==> src/rtl/serial_adder_pkg.sv <==
// Shared types and constants for the bit-serial adder sequencer.
package serial_adder_pkg;

    localparam int DEF_WIDTH = 8;

    typedef enum logic [1:0] {
        IDLE = 2'd0,
        RUN  = 2'd1,
        DONE = 2'd2
    } state_t;

    // Counter width, never allowed to collapse to zero bits.
    function automatic int cnt_w(input int width);
        return (width < 2) ? 1 : $clog2(width);
    endfunction

endpackage

==> src/rtl/serial_adder_ctrl_ha_cell.sv <==
// One-bit half adder; two of these plus an OR form the shared full-adder cell.
module ha_cell (
    input  logic x,
    input  logic y,
    output logic s,
    output logic c
);
    assign s = x ^ y;
    assign c = x & y;
endmodule

==> src/rtl/serial_adder_ctrl.sv <==
// Bit-serial WIDTH-bit adder: one full-adder cell reused LSB first, one bit per clock,
// with valid/ready handshakes on operands and result.
module serial_adder_ctrl
    import serial_adder_pkg::*;
#(
    parameter int WIDTH = DEF_WIDTH
) (
    input  logic             clk,
    input  logic             rst,
    input  logic             in_valid,
    output logic             in_ready,
    input  logic [WIDTH-1:0] a,
    input  logic [WIDTH-1:0] b,
    input  logic             cin,
    output logic             out_valid,
    input  logic             out_ready,
    output logic [WIDTH-1:0] sum,
    output logic             cout,
    output logic             busy
);
    localparam int CW = cnt_w(WIDTH);
    localparam logic [CW-1:0] LAST = CW'(WIDTH - 1);

    state_t           state;
    logic [WIDTH-1:0] a_sh, b_sh, sum_r, sum_nxt;
    logic [CW-1:0]    cnt;
    logic             carry, cout_r;
    logic             s1, c1, fa_s, c2, fa_c;

    ha_cell u_ha1 (.x(a_sh[0]), .y(b_sh[0]), .s(s1),   .c(c1));
    ha_cell u_ha2 (.x(s1),      .y(carry),   .s(fa_s), .c(c2));
    assign fa_c = c1 | c2;

    // Written as shift-then-insert so WIDTH=1 needs no special case.
    always_comb begin
        sum_nxt            = sum_r >> 1;
        sum_nxt[WIDTH-1]   = fa_s;
    end

    always_ff @(posedge clk) begin
        if (rst) begin
            state  <= IDLE;
            a_sh   <= '0;
            b_sh   <= '0;
            sum_r  <= '0;
            cnt    <= '0;
            carry  <= 1'b0;
            cout_r <= 1'b0;
        end else begin
            case (state)
                IDLE: if (in_valid) begin
                    a_sh  <= a;
                    b_sh  <= b;
                    carry <= cin;
                    cnt   <= '0;
                    sum_r <= '0;
                    state <= RUN;
                end
                RUN: begin
                    carry <= fa_c;
                    sum_r <= sum_nxt;
                    a_sh  <= a_sh >> 1;
                    b_sh  <= b_sh >> 1;
                    cnt   <= cnt + CW'(1);
                    if (cnt == LAST) begin
                        cout_r <= fa_c;
                        state  <= DONE;
                    end
                end
                DONE: if (out_ready) state <= IDLE;
                default: state <= IDLE;
            endcase
        end
    end

    assign in_ready  = (state == IDLE);
    assign out_valid = (state == DONE);
    assign busy      = (state != IDLE);
    assign sum       = sum_r;
    assign cout      = cout_r;

endmodule

==> config.mk <==
export PLATFORM = sky130hd
export DESIGN_NAME = serial_adder_ctrl
export DESIGN_NICKNAME = d
export VERILOG_FILES = /design/src/rtl/serial_adder_pkg.sv /design/src/rtl/serial_adder_ctrl_ha_cell.sv /design/src/rtl/serial_adder_ctrl.sv
export SDC_FILE = /design/constraint.sdc
export NUM_CORES = 1
export LEC_CHECK = 0
export CORE_MARGIN = 4
export CORE_UTILIZATION = 51
export CTS_CLUSTER_SIZE = 20
export DETAILED_ROUTE_END_ITERATION = 10
export PLACE_DENSITY = 0.83
export SETUP_SLACK_MARGIN = 0.4
export SLEW_MARGIN = 20
export SYNTH_ARGS = -nofsm -noshare
export SYNTH_HDL_FRONTEND = slang
export SYNTH_SLANG_ARGS = --single-unit
==> constraint.sdc <==
create_clock -name clk -period 3.15 [get_ports clk]
set_input_delay 0.315 -clock clk [delete_from_list [all_inputs] [get_ports clk]]
set_output_delay 0.315 -clock clk [all_outputs]
set_load 0.05 [all_outputs]
==> reports/qor.yml <==
detailed_routing:
  ant_nets: 0
  drt_wl_total_mm: 2.80
  drc: 0
  drtIter0Drc: 25
  dr.pass1.iters: 4
  post_drt_via_cell_ratio: 5.59
  num_vias: 1085
  routedWlPerCell_um: 14.4
clock_network:
  ctsRootBufferMaster: "clkbuf_4"
  cts_made_buffers: 5
  clkSinkCount: 31
  clock_path_buffers: 2
  cts_max_level: 2
  cts_resized: 0
  clkTransAtPathRegs_ps: 100
  cts_tree: "built"
  postCtsHoldBufs: 0
  post-cts-setup-buffers: 0
  clock_latency_ps: 330
final_layout:
  drive_above_1_share: 0.177
  fin_nets: 187
  final_cells: 194
  diodes: 0
  multiInputGateArea_um2: 546
  n_fill_cell: 200
  regArea_um2: 621
  synthToLayoutAreaGrowth_pct: 26.6
critical_path:
  end_kind: "primary output"
  crit_path_start_kind: "register"
  worstPathArrival_ps: 1910
  required_ps: 2830
  rrSetupSlack_ps: 1550
  critPathMaxFanout: 6
  path_class: "reg -> out"
  slowest_stage: "clkdlybuf4s50_1"
  cp_cell_sequence: "nor2b_1 -> clkdlybuf4s50_1"
  worst_path_largest_cell_delay_ps: 830
timing:
  hold_viol: 0
  tightest_slew_ps: 1080
  fin_crit_sh: 0.706
  fin_tns_setup_ps: 0
  final.setup_skew_ps: 7.60
  setup_violations: 0
  rsz0062_at_grt: "false"
  relSlewSlack: 0.277
  maxSlewViolCount: 0
  finalWorstSetupSlack_ps: 927
  fin_crit_ps: 2220
  fmax_mhz: 450
global_routing:
  grt_max_degree: 32
  grt_pass1_wl_mm: 4.71
  antenna_found_initial: 0
  overflow: 0
  track_usage: 0.180
  grt_pass1_vias: 1127
logic_synthesis:
  synth-seq-cells: 31
  synth-edff-count: 0
  synthTopCellsByArea: "dfxtp_1 (47%), o221a_2 (13%), a22oi_1 (6.3%), inv_1 (6.0%), a21oi_1 (5.7%)"
  ys_warn_count: 0
  postSynthCellCount: 133
  synth_top_family_by_area: "compound AO/OA/AOI/OAI gates"
  synth_cell_type_count: 23
  ys_seq_area_frac: 0.473
  synth_area_leader_cell: "dfxtp_1"
  muxShareOfSynthArea: 0.0153
  synth_area_um2: 1310
  syn_avg_cell_area_um2: 9.86
  async_reset_ff_frac: 0
  mappedNetlistNets: 157
  synth_top_cell_area_share: 0.473
  yosys-top-cells-count: "dfxtp_1 (31), inv_1 (21), a21oi_1 (15), nor2_1 (15), o221a_2 (15)"
  synth-compound-area-share: 0.286
  synth_xor_area_frac: 0
  synth-simple-area-share: 0.0802
  yosys_most_used_dff: "dfxtp_1"
  synthAdderAreaFrac: 0.0344
  yosysMostFrequentCell: "dfxtp_1"
run_status:
  outcome: "complete, no violations"
min_path:
  hp-class: "reg -> reg"
placement:
  dp_cells: 186
  port_buffers: 32
  place_congestion: 0.763
  dpl.hpwl_mm: 1.93
  place_ws_ps: 1150
floorplan:
  ios: 33
  fp-row-count: 18
  dieArea_um2: 3450
  die_x_um: 58.7
  dieHeight_um: 58.7
  coreArea_um2: 2450
  start_util: 0.534
power_and_ir_drop:
  vdd_drop_max_mv: 0.379
  leakage_nw: 0.638
  p_per_area_nw_per_um2: 471
run:
  drv_cap: 0
## routing by layer
layer	up-vias	track usage	routed length [µm]
li1	532	-	-
met1	531	0.202	1200
met2	18	0.308	1420
met3	4	0.0680	138
met5	-	0	0
met4	0	0.0712	34
## cell type report
| type | instances | area share |
|---|---|---|
| sequential | 31 | 0.374 |
| multi-input combinational | 72 | 0.329 |
| clock inverter | 3 | 0.0121 |
| clock buffer | 5 | 0.0226 |
| inverter | 21 | 0.0475 |
| tap | 30 | 0.0226 |
| timing repair buffer | 32 | 0.193 |
## report_power, final
part	leakage [nW]	total, mW	internal, mW	switching [mW]
sequential	0.255	0.428	0.414	0.0135
clock	0.0272	0.231	0.0851	0.145
combinational	0.356	0.124	0.0606	0.0636
## state kept, by name, summed over array words and instances (netlist names)
register / count
state: 2
a_sh: 8
carry: 1
cout: 1
b_sh: 8
cnt: 3
sum: 8
## worst max-delay path: cells and delay by family, from the launching register on
| family | cells | cell delay, ps |
|---|---|---|
| buffers and inverters | 1 | 830 |
| flip-flops | 1 | 520 |
| AND/OR/NAND/NOR | 1 | 220 |
## path summary, 6_finish.rpt
check / startpoint / endpoint / cells after the start
min: a_sh[7] / a_sh[7] / 2
max: state[1] / out_valid / 2
max reg2reg: state[0] / cout / 3
min reg2reg: a_sh[7] / a_sh[7] / 2
## layout by cell type, fill, tap and decap left out
cell             netlist  layout
a32oi_1                2       2
clkdlybuf4s50_1        0      32
clkinv_2               0       1
a311oi_2               1       1
a21oi_2                1       1
nor2_1                15      15
nor2b_1                1       1
nand2_2                1       1
fa_1                   1       1
dfxtp_1               31      31
a22oi_1               11      11
a21oi_1               15      15
ha_1                   2       2
nor2_2                 1       1
mux2i_1                2       2
nor2_4                 1       1
o221a_2               15      15
clkbuf_4               0       5
o21bai_1               1       1
nor2b_4                1       1
nor3_1                 1       1
clkinvlp_4             0       2
inv_1                 21      21
## kinds of logic (layout without fill, tap and decap cells)
family,count (synthesis),in the layout
AO/OA/AOI/OAI,46,46
adder cells (fa/ha/maj),3,3
buffers and inverters,30,61
flip-flops,31,31
multiplexers,2,2
AND/OR/NAND/NOR,21,21
## through the flow
step	total power, mW	util	hold WS (ps)	cell area, µm²
6_report	0.782	0.676	528	1660
5_1_grt	0.820	0.676	553	1660
4_1_cts	0.788	0.676	532	1660
3_5_place_dp	0.560	0.653	488	1600
3_3_place_gp	0.556	0.653	481	1600
2_1_floorplan	0.519	-	454	1310
(Power assumes the default switching activity.)
